--- config.mk ---
export PLATFORM = sky130hd
export DESIGN_NAME = eth_tx_arbiter
export DESIGN_NICKNAME = d
export VERILOG_FILES = /design/src/rtl/eth_tx_arbiter.sv
export SDC_FILE = /design/constraint.sdc
export NUM_CORES = 1
export LEC_CHECK = 0
export CAP_MARGIN = 15
export CORE_ASPECT_RATIO = 1.1
export CORE_MARGIN = 10
export CORE_UTILIZATION = 54
export CTS_CLUSTER_DIAMETER = 120
export DETAILED_ROUTE_END_ITERATION = 8
export PLACE_DENSITY = 0.95
export SYNTH_ARGS = -nofsm -noshare
export SYNTH_HDL_FRONTEND = slang
export SYNTH_SLANG_ARGS = --single-unit
--- constraint.sdc ---
create_clock -name aclk -period 3.4 [get_ports aclk]
set_input_delay 0.68 -clock aclk [delete_from_list [all_inputs] [get_ports aclk]]
set_output_delay 0.68 -clock aclk [all_outputs]
set_load 0.05 [all_outputs]
--- src/rtl/eth_tx_arbiter.sv ---
// -----------------------------------------------------------------------------
// eth_tx_arbiter
//
// Shares the single MAC transmit byte stream between the ARP reply generator
// and the IPv4 frame builder. One source is granted at a time (round-robin on
// ties), its byte stream is forwarded combinationally with valid/ready, and
// an inter-frame gap is enforced after every frame. Over-length frames are
// truncated (forced m_last + abort) and stalled frames are abandoned (abort
// with no m_last) so a misbehaving source cannot lock up the MAC.
//
// Parameters
//   IFG_CYCLES      idle cycles after each frame (0 = straight back to IDLE)
//   MAX_FRAME_BYTES bytes per frame before truncation (>= 2)
//   STALL_TIMEOUT   consecutive non-valid cycles tolerated inside a frame (>= 1)
//
// Ports
//   aclk, aresetn             clock, asynchronous active-low reset
//   arp_req/gnt               ARP source request / ownership of the stream
//   arp_data/valid/last/ready ARP byte stream
//   ip_*                      same set for the IPv4 source
//   m_data/valid/last/ready   byte stream towards the MAC framer
//   busy                      high whenever the FSM is not IDLE
//   abort                     one-cycle pulse: current frame truncated/abandoned
// -----------------------------------------------------------------------------
module eth_tx_arbiter #(
   parameter int IFG_CYCLES      = 12,
   parameter int MAX_FRAME_BYTES = 1514,
   parameter int STALL_TIMEOUT   = 1024
) (
   input  logic       aclk,
   input  logic       aresetn,
   // ARP source
   input  logic       arp_req,
   output logic       arp_gnt,
   input  logic [7:0] arp_data,
   input  logic       arp_valid,
   input  logic       arp_last,
   output logic       arp_ready,
   // IPv4 source
   input  logic       ip_req,
   output logic       ip_gnt,
   input  logic [7:0] ip_data,
   input  logic       ip_valid,
   input  logic       ip_last,
   output logic       ip_ready,
   // MAC side
   output logic [7:0] m_data,
   output logic       m_valid,
   output logic       m_last,
   input  logic       m_ready,
   // status
   output logic       busy,
   output logic       abort
);

   // ---------------------------------------------------------------------------
   // Counter sizing. The IFG counter keeps one bit even when IFG_CYCLES is 0 so
   // the declaration stays legal; it is never used in that configuration.
   // ---------------------------------------------------------------------------
   localparam int BCNT_W = $clog2(MAX_FRAME_BYTES + 1);
   localparam int SCNT_W = $clog2(STALL_TIMEOUT + 1);
   localparam int ICNT_W = (IFG_CYCLES > 0) ? $clog2(IFG_CYCLES + 1) : 1;

   // Terminal values compared against the *current* count, so the terminal
   // action fires in the same cycle as the transfer/idle cycle that reaches it.
   localparam logic [BCNT_W-1:0] BCNT_LAST = BCNT_W'(MAX_FRAME_BYTES - 1);
   localparam logic [SCNT_W-1:0] SCNT_LAST = SCNT_W'(STALL_TIMEOUT - 1);
   localparam logic [ICNT_W-1:0] ICNT_LAST = ICNT_W'(IFG_CYCLES - 1);

   localparam logic SEL_ARP = 1'b0;
   localparam logic SEL_IP  = 1'b1;

   typedef enum logic [1:0] {
      ST_IDLE = 2'd0,
      ST_XFER = 2'd1,
      ST_IFG  = 2'd2
   } state_e;

   state_e            state_q,     state_d;
   logic              last_sel_q,  last_sel_d;
   logic [BCNT_W-1:0] byte_cnt_q,  byte_cnt_d;
   logic [SCNT_W-1:0] stall_cnt_q, stall_cnt_d;
   logic [ICNT_W-1:0] ifg_cnt_q,   ifg_cnt_d;

   // Source-side view of the currently selected requester. last_sel_q doubles
   // as the grant select: it always names the source that owns XFER.
   logic [7:0] src_data;
   logic       src_valid;
   logic       src_last;
   logic       xfer;
   logic       frame_end;

   assign src_data  = (last_sel_q == SEL_IP) ? ip_data  : arp_data;
   assign src_valid = (last_sel_q == SEL_IP) ? ip_valid : arp_valid;
   assign src_last  = (last_sel_q == SEL_IP) ? ip_last  : arp_last;

   // m_ready is only forwarded to the owner in XFER, so this is the handshake
   // on both sides at once.
   assign xfer = (state_q == ST_XFER) && src_valid && m_ready;

   assign busy = (state_q != ST_IDLE);

   // ---------------------------------------------------------------------------
   // State register
   // ---------------------------------------------------------------------------
   always_ff @(posedge aclk or negedge aresetn) begin
      if (!aresetn) begin
         state_q     <= ST_IDLE;
         last_sel_q  <= SEL_IP;        // ARP wins the first tie after reset
         byte_cnt_q  <= '0;
         stall_cnt_q <= '0;
         ifg_cnt_q   <= '0;
      end else begin
         state_q     <= state_d;
         last_sel_q  <= last_sel_d;
         byte_cnt_q  <= byte_cnt_d;
         stall_cnt_q <= stall_cnt_d;
         ifg_cnt_q   <= ifg_cnt_d;
      end
   end

   // ---------------------------------------------------------------------------
   // Next-state and outputs
   // ---------------------------------------------------------------------------
   always_comb begin
      state_d     = state_q;
      last_sel_d  = last_sel_q;
      byte_cnt_d  = byte_cnt_q;
      stall_cnt_d = stall_cnt_q;
      ifg_cnt_d   = ifg_cnt_q;
      frame_end   = 1'b0;

      arp_gnt   = 1'b0;
      arp_ready = 1'b0;
      ip_gnt    = 1'b0;
      ip_ready  = 1'b0;
      m_data    = '0;
      m_valid   = 1'b0;
      m_last    = 1'b0;
      abort     = 1'b0;

      unique case (state_q)
         ST_IDLE: begin
            if (arp_req || ip_req) begin
               if (arp_req && ip_req) begin
                  last_sel_d = ~last_sel_q;   // round-robin on a tie
               end else if (ip_req) begin
                  last_sel_d = SEL_IP;
               end else begin
                  last_sel_d = SEL_ARP;
               end
               state_d     = ST_XFER;
               byte_cnt_d  = '0;
               stall_cnt_d = '0;
            end
         end

         ST_XFER: begin
            if (last_sel_q == SEL_IP) begin
               ip_gnt   = 1'b1;
               ip_ready = m_ready;
            end else begin
               arp_gnt   = 1'b1;
               arp_ready = m_ready;
            end
            m_data  = src_data;
            m_valid = src_valid;
            m_last  = src_last;

            // Backpressure with valid high is not a stall.
            if (src_valid) begin
               stall_cnt_d = '0;
            end

            if (xfer) begin
               byte_cnt_d = byte_cnt_q + BCNT_W'(1);
               if (src_last) begin
                  frame_end = 1'b1;
               end else if (byte_cnt_q == BCNT_LAST) begin
                  // This byte fills the frame: truncate here and let the MAC
                  // framer drop the frame on abort.
                  m_last    = 1'b1;
                  abort     = 1'b1;
                  frame_end = 1'b1;
               end
            end else if (!src_valid) begin
               if (stall_cnt_q == SCNT_LAST) begin
                  // Abandon the frame; no m_last is ever presented for it.
                  m_last    = 1'b0;
                  abort     = 1'b1;
                  frame_end = 1'b1;
               end else begin
                  stall_cnt_d = stall_cnt_q + SCNT_W'(1);
               end
            end

            if (frame_end) begin
               ifg_cnt_d = '0;
               state_d   = (IFG_CYCLES == 0) ? ST_IDLE : ST_IFG;
            end
         end

         ST_IFG: begin
            if (ifg_cnt_q == ICNT_LAST) begin
               state_d = ST_IDLE;
            end else begin
               ifg_cnt_d = ifg_cnt_q + ICNT_W'(1);
            end
         end

         default: begin
            state_d = ST_IDLE;
         end
      endcase
   end

endmodule
==> impl_metrics.prom <==
# TYPE chip_impl_metric gauge
chip_impl_metric{name="dr.first_iter.drc_count",unit=""} 129
chip_impl_metric{name="number_of_global_route_vias_before_repair",unit=""} 1718
chip_impl_metric{name="htree_num_levels",unit=""} 2
chip_impl_info{name="ctsRootBufferMaster",value="clkbuf_4"} 1
chip_impl_info{name="worstReg2RegStart",value="last_sel_q$_DFFE_PN1P_"} 1
chip_impl_metric{name="multi_input_comb_area",unit="um^2"} 1030
chip_impl_metric{name="final_max_slew_viol_count",unit=""} 0
chip_impl_metric{name="post-route-drc-count",unit=""} 0
chip_impl_info{name="timing.setup.critical_path_class",value="reg2out"} 1
chip_impl_metric{name="fp.dieArea",unit="um^2"} 6080
chip_impl_metric{name="layout-drive-gt1-share",unit="%"} 7.23
chip_impl_info{name="ys.flop_type",value="dfrtp_1"} 1
chip_impl_metric{name="clock-skew-final",unit="ns"} 0.0104
chip_impl_metric{name="routed_via_density",unit=""} 6.12
chip_impl_metric{name="drt.antenna.violating_nets",unit=""} 0
chip_impl_metric{name="avgSynthCellArea",unit="um^2"} 8.89
chip_impl_info{name="tritoncts",value="built"} 1
chip_impl_metric{name="number_of_synthesized_flops_with_an_enable_pin",unit=""} 0
chip_impl_metric{name="detailedPlacementHpwl",unit="mm"} 3.57
chip_impl_metric{name="synth_cell_type_count",unit=""} 48
chip_impl_metric{name="floorplan.initialDensity",unit="%"} 55.4
chip_impl_metric{name="firstDrtPassIters",unit=""} 4
chip_impl_metric{name="synthToLayoutAreaGrowth",unit="%"} 29.0
chip_impl_metric{name="max_slew.worst_pin.slew",unit="ns"} 0.713
chip_impl_info{name="top_usage_layer",value="met2"} 1
chip_impl_metric{name="grt_util_overall",unit="%"} 16.2
chip_impl_info{name="cell_type_with_the_highest_aggregate_area_in_the_netlist",value="dfrtp_1"} 1
chip_impl_metric{name="place.port_buffers",unit=""} 40
chip_impl_metric{name="post-synth-top-area-fraction",unit="%"} 38.6
chip_impl_metric{name="pin_count",unit=""} 41
chip_impl_metric{name="ff_latch_area",unit="um^2"} 727
chip_impl_metric{name="finalCritPeriodShare",unit="%"} 90.4
chip_impl_metric{name="synth_seq_cells",unit=""} 29
chip_impl_metric{name="required_worst_endpoint",unit="ns"} 2.72
chip_impl_metric{name="antennaDiodeCount",unit=""} 0
chip_impl_metric{name="maxSlewHeadroom",unit="%"} 51.9
chip_impl_metric{name="placeableCoreArea",unit="um^2"} 3280
chip_impl_metric{name="fmax",unit="MHz"} 325
chip_impl_metric{name="drt-wirelength-per-cell",unit="um"} 16.5
chip_impl_metric{name="async_reset_ff_share",unit="%"} 100
chip_impl_info{name="unrepaired_setup_endpoints_after_global_routing",value="no"} 1
chip_impl_metric{name="globalRouteMet3Util",unit="%"} 4.39
chip_impl_metric{name="dieWidth",unit="um"} 75.3
chip_impl_metric{name="wire_length_of_the_first_global_routing_pass",unit="mm"} 7.87
chip_impl_metric{name="critical_path_arrival",unit="ns"} 2.39
chip_impl_metric{name="worst-r2r-setup-slack",unit="ns"} 1.15
chip_impl_metric{name="met2_usage",unit="%"} 27.1
chip_impl_metric{name="ctsHoldBuffers",unit=""} 0
chip_impl_metric{name="hold_viol_final",unit=""} 0
chip_impl_metric{name="placementRows",unit=""} 22
chip_impl_metric{name="post_synth_instance_area",unit="um^2"} 1810
chip_impl_metric{name="cts.reportedPaths.clkPinSlew",unit="ns"} 0.09
chip_impl_metric{name="finalWirelength",unit="mm"} 4.71
chip_impl_metric{name="max-cap-violations",unit=""} 0
chip_impl_metric{name="gp_congestion",unit=""} 0.886
chip_impl_metric{name="grt_start_max_net_pins",unit=""} 30
chip_impl_metric{name="synth_nets",unit=""} 233
chip_impl_metric{name="clk-insertion-delay-late",unit="ns"} 0.33
chip_impl_metric{name="cts_buffer_depth",unit=""} 2
chip_impl_info{name="crit_start",value="last_sel_q$_DFFE_PN1P_"} 1
chip_impl_info{name="result_of_the_run",value="finished clean"} 1
chip_impl_metric{name="postCtsResizedCells",unit=""} 0
chip_impl_info{name="critical_path.endpoint",value="m_valid"} 1
chip_impl_info{name="worst_setup_path_start_kind",value="register"} 1
chip_impl_metric{name="final_number_of_setup_violating_endpoints",unit=""} 0
chip_impl_metric{name="initial_antenna_violation_count",unit=""} 0
chip_impl_metric{name="fillers",unit=""} 239
chip_impl_metric{name="cts_inserted_buffers",unit=""} 5
chip_impl_metric{name="synth_warnings",unit=""} 0
chip_impl_info{name="worstHoldPathType",value="reg2reg"} 1
chip_impl_metric{name="setup_tns_final",unit="ns"} 0
chip_impl_metric{name="fin_crit",unit="ns"} 3.07
chip_impl_metric{name="nets",unit=""} 277
chip_impl_metric{name="pd_cells",unit="nW/um^2"} 725
chip_impl_info{name="end_kind",value="output pin"} 1
chip_impl_metric{name="worst_r2r_path_depth",unit=""} 4
chip_impl_metric{name="cts_setup_buffers",unit=""} 0
chip_impl_metric{name="vias",unit=""} 1745
chip_impl_metric{name="synth_sequential_area_ratio",unit="%"} 40.1
chip_impl_metric{name="timing.critical_path.fanout_max",unit=""} 17
chip_impl_info{name="r2r_end",value="stall_cnt_q[7]$_DFFE_PN0P_"} 1
chip_impl_metric{name="grt_overflow",unit=""} 0
chip_impl_metric{name="power_leakage",unit="nW"} 1.01
chip_impl_metric{name="postLayoutCoreUtil",unit="%"} 71.5
chip_impl_metric{name="synthesis.instances",unit=""} 204
chip_impl_metric{name="peakVddDrop",unit="V"} 0.000510
chip_impl_info{name="synth_top_cells_by_area",value="dfrtp_1, mux2i_1, nor2_1"} 1
chip_impl_metric{name="die_y",unit="um"} 80.8
chip_impl_metric{name="grt_util_met1",unit="%"} 19.4
chip_impl_metric{name="numClockSinks",unit=""} 29
[worst min path at each step]
stage	start	endpoint	slack, ns	cells after the start
global route	ifg_cnt_q[0]$_DFFE_PN0P_	ifg_cnt_q[0]$_DFFE_PN0P_	0.55	1
floorplan	aresetn	byte_cnt_q[0]$_DFFE_PN0P_	0.38	0
finish	stall_cnt_q[10]$_DFFE_PN0P_	stall_cnt_q[10]$_DFFE_PN0P_	0.52	1
detailed placement	stall_cnt_q[10]$_DFFE_PN0P_	stall_cnt_q[10]$_DFFE_PN0P_	0.51	1
CTS	byte_cnt_q[4]$_DFFE_PN0P_	byte_cnt_q[4]$_DFFE_PN0P_	0.52	1
global placement	stall_cnt_q[10]$_DFFE_PN0P_	stall_cnt_q[10]$_DFFE_PN0P_	0.48	1
[power breakdown]
group / switching, mW / leakage [nW] / total [mW] / internal, mW
clock: 0.124 / 0.0413 / 0.244 / 0.120
sequential: 0.0981 / 0.391 / 0.508 / 0.410
combinational: 0.600 / 0.580 / 0.944 / 0.344
[stage by stage]
| step | hold WS, ns | cells | cell area (um^2) | setup slack, ns | total power [mW] |
|---|---|---|---|---|---|
| after floorplan | 0.384 | 204 | 1810 | 0.0454 | 1.16 |
| after global placement | 0.485 | 277 | 2270 | 0.398 | 1.43 |
| after CTS | 0.523 | 285 | 2340 | 0.298 | 1.70 |
| after detailed placement | 0.508 | 277 | 2270 | 0.381 | 1.46 |
| after global routing | 0.554 | 285 | 2340 | 0.211 | 1.81 |
| final | 0.524 | 285 | 2340 | 0.327 | 1.70 |
[cells by family after synthesis]
family	synth area share, %
DFF	40.1
buffers and inverters	3.38
adders and majority gates	2.76
AOI/OAI and AO/OA	19.0
and+or+nand+nor	26.1
muxes	7.31
xor gates and xnor gates	1.45
[registers in the layout, indices dropped and copies added, names as in the netlist]
name / cells
byte_cnt_q: 11
stall_cnt_q: 11
ifg_cnt_q: 4
state_q: 2
last_sel_q: 1
[cell usage in the layout, fill, tap and decap left out, types with 2 or more instances in the layout]
master / count
a211oi_1: 4
a21o_1: 2
a21oi_1: 11
a31oi_1: 5
a41oi_1: 2
and2_1: 5
and3_1: 5
and3b_1: 2
and4_1: 3
buf_12: 2
buf_4: 3
clkbuf_4: 5
clkbuf_8: 2
clkdlybuf4s50_1: 38
dfrtp_1: 28
ha_1: 4
inv_1: 8
mux2_2: 2
mux2i_1: 11
nand2_1: 19
nand3_1: 6
nand3b_1: 2
nand4_1: 7
nor2_1: 24
nor2b_1: 3
nor3_1: 2
nor4b_1: 2
o211ai_1: 2
o21a_1: 2
o21ai_0: 9
o31ai_1: 3
o41ai_1: 2
or3_1: 3
or4_1: 3
xnor2_1: 2
[area by class of cell]
type	instances	share of cell area, %
clock buffer	7	2.78
sequential	29	31.1
timing repair buffer	43	18.9
inverter	8	1.28
tap	36	1.92
multi-input combinational	161	43.8
clock inverter	1	0.214
[cell usage after synthesis (4+ instances only)]
| cell type | number |
|---|---|
| a211oi_1 | 4 |
| a21oi_1 | 11 |
| a31oi_1 | 5 |
| and2_1 | 5 |
| and3_1 | 5 |
| clkbuf_1 | 4 |
| dfrtp_1 | 28 |
| ha_1 | 4 |
| inv_1 | 8 |
| mux2i_1 | 11 |
| nand2_1 | 19 |
| nand3_1 | 6 |
| nand4_1 | 7 |
| nor2_1 | 24 |
| o21ai_0 | 9 |
[routing by layer]
layer,vias to the layer above,wire [um]
met4,0,56
li1,853,-
met3,10,234
met1,834,1960
met5,-,0
met2,48,2460
[worst max-delay path, stage by stage, from the launching register on]
cell,delay (ns)
dfstp_2,0.79
mux2i_1,0.47
nor2_1,0.08
clkdlybuf4s50_1,0.73
Note: power is estimated with default switching activity, not from simulation.
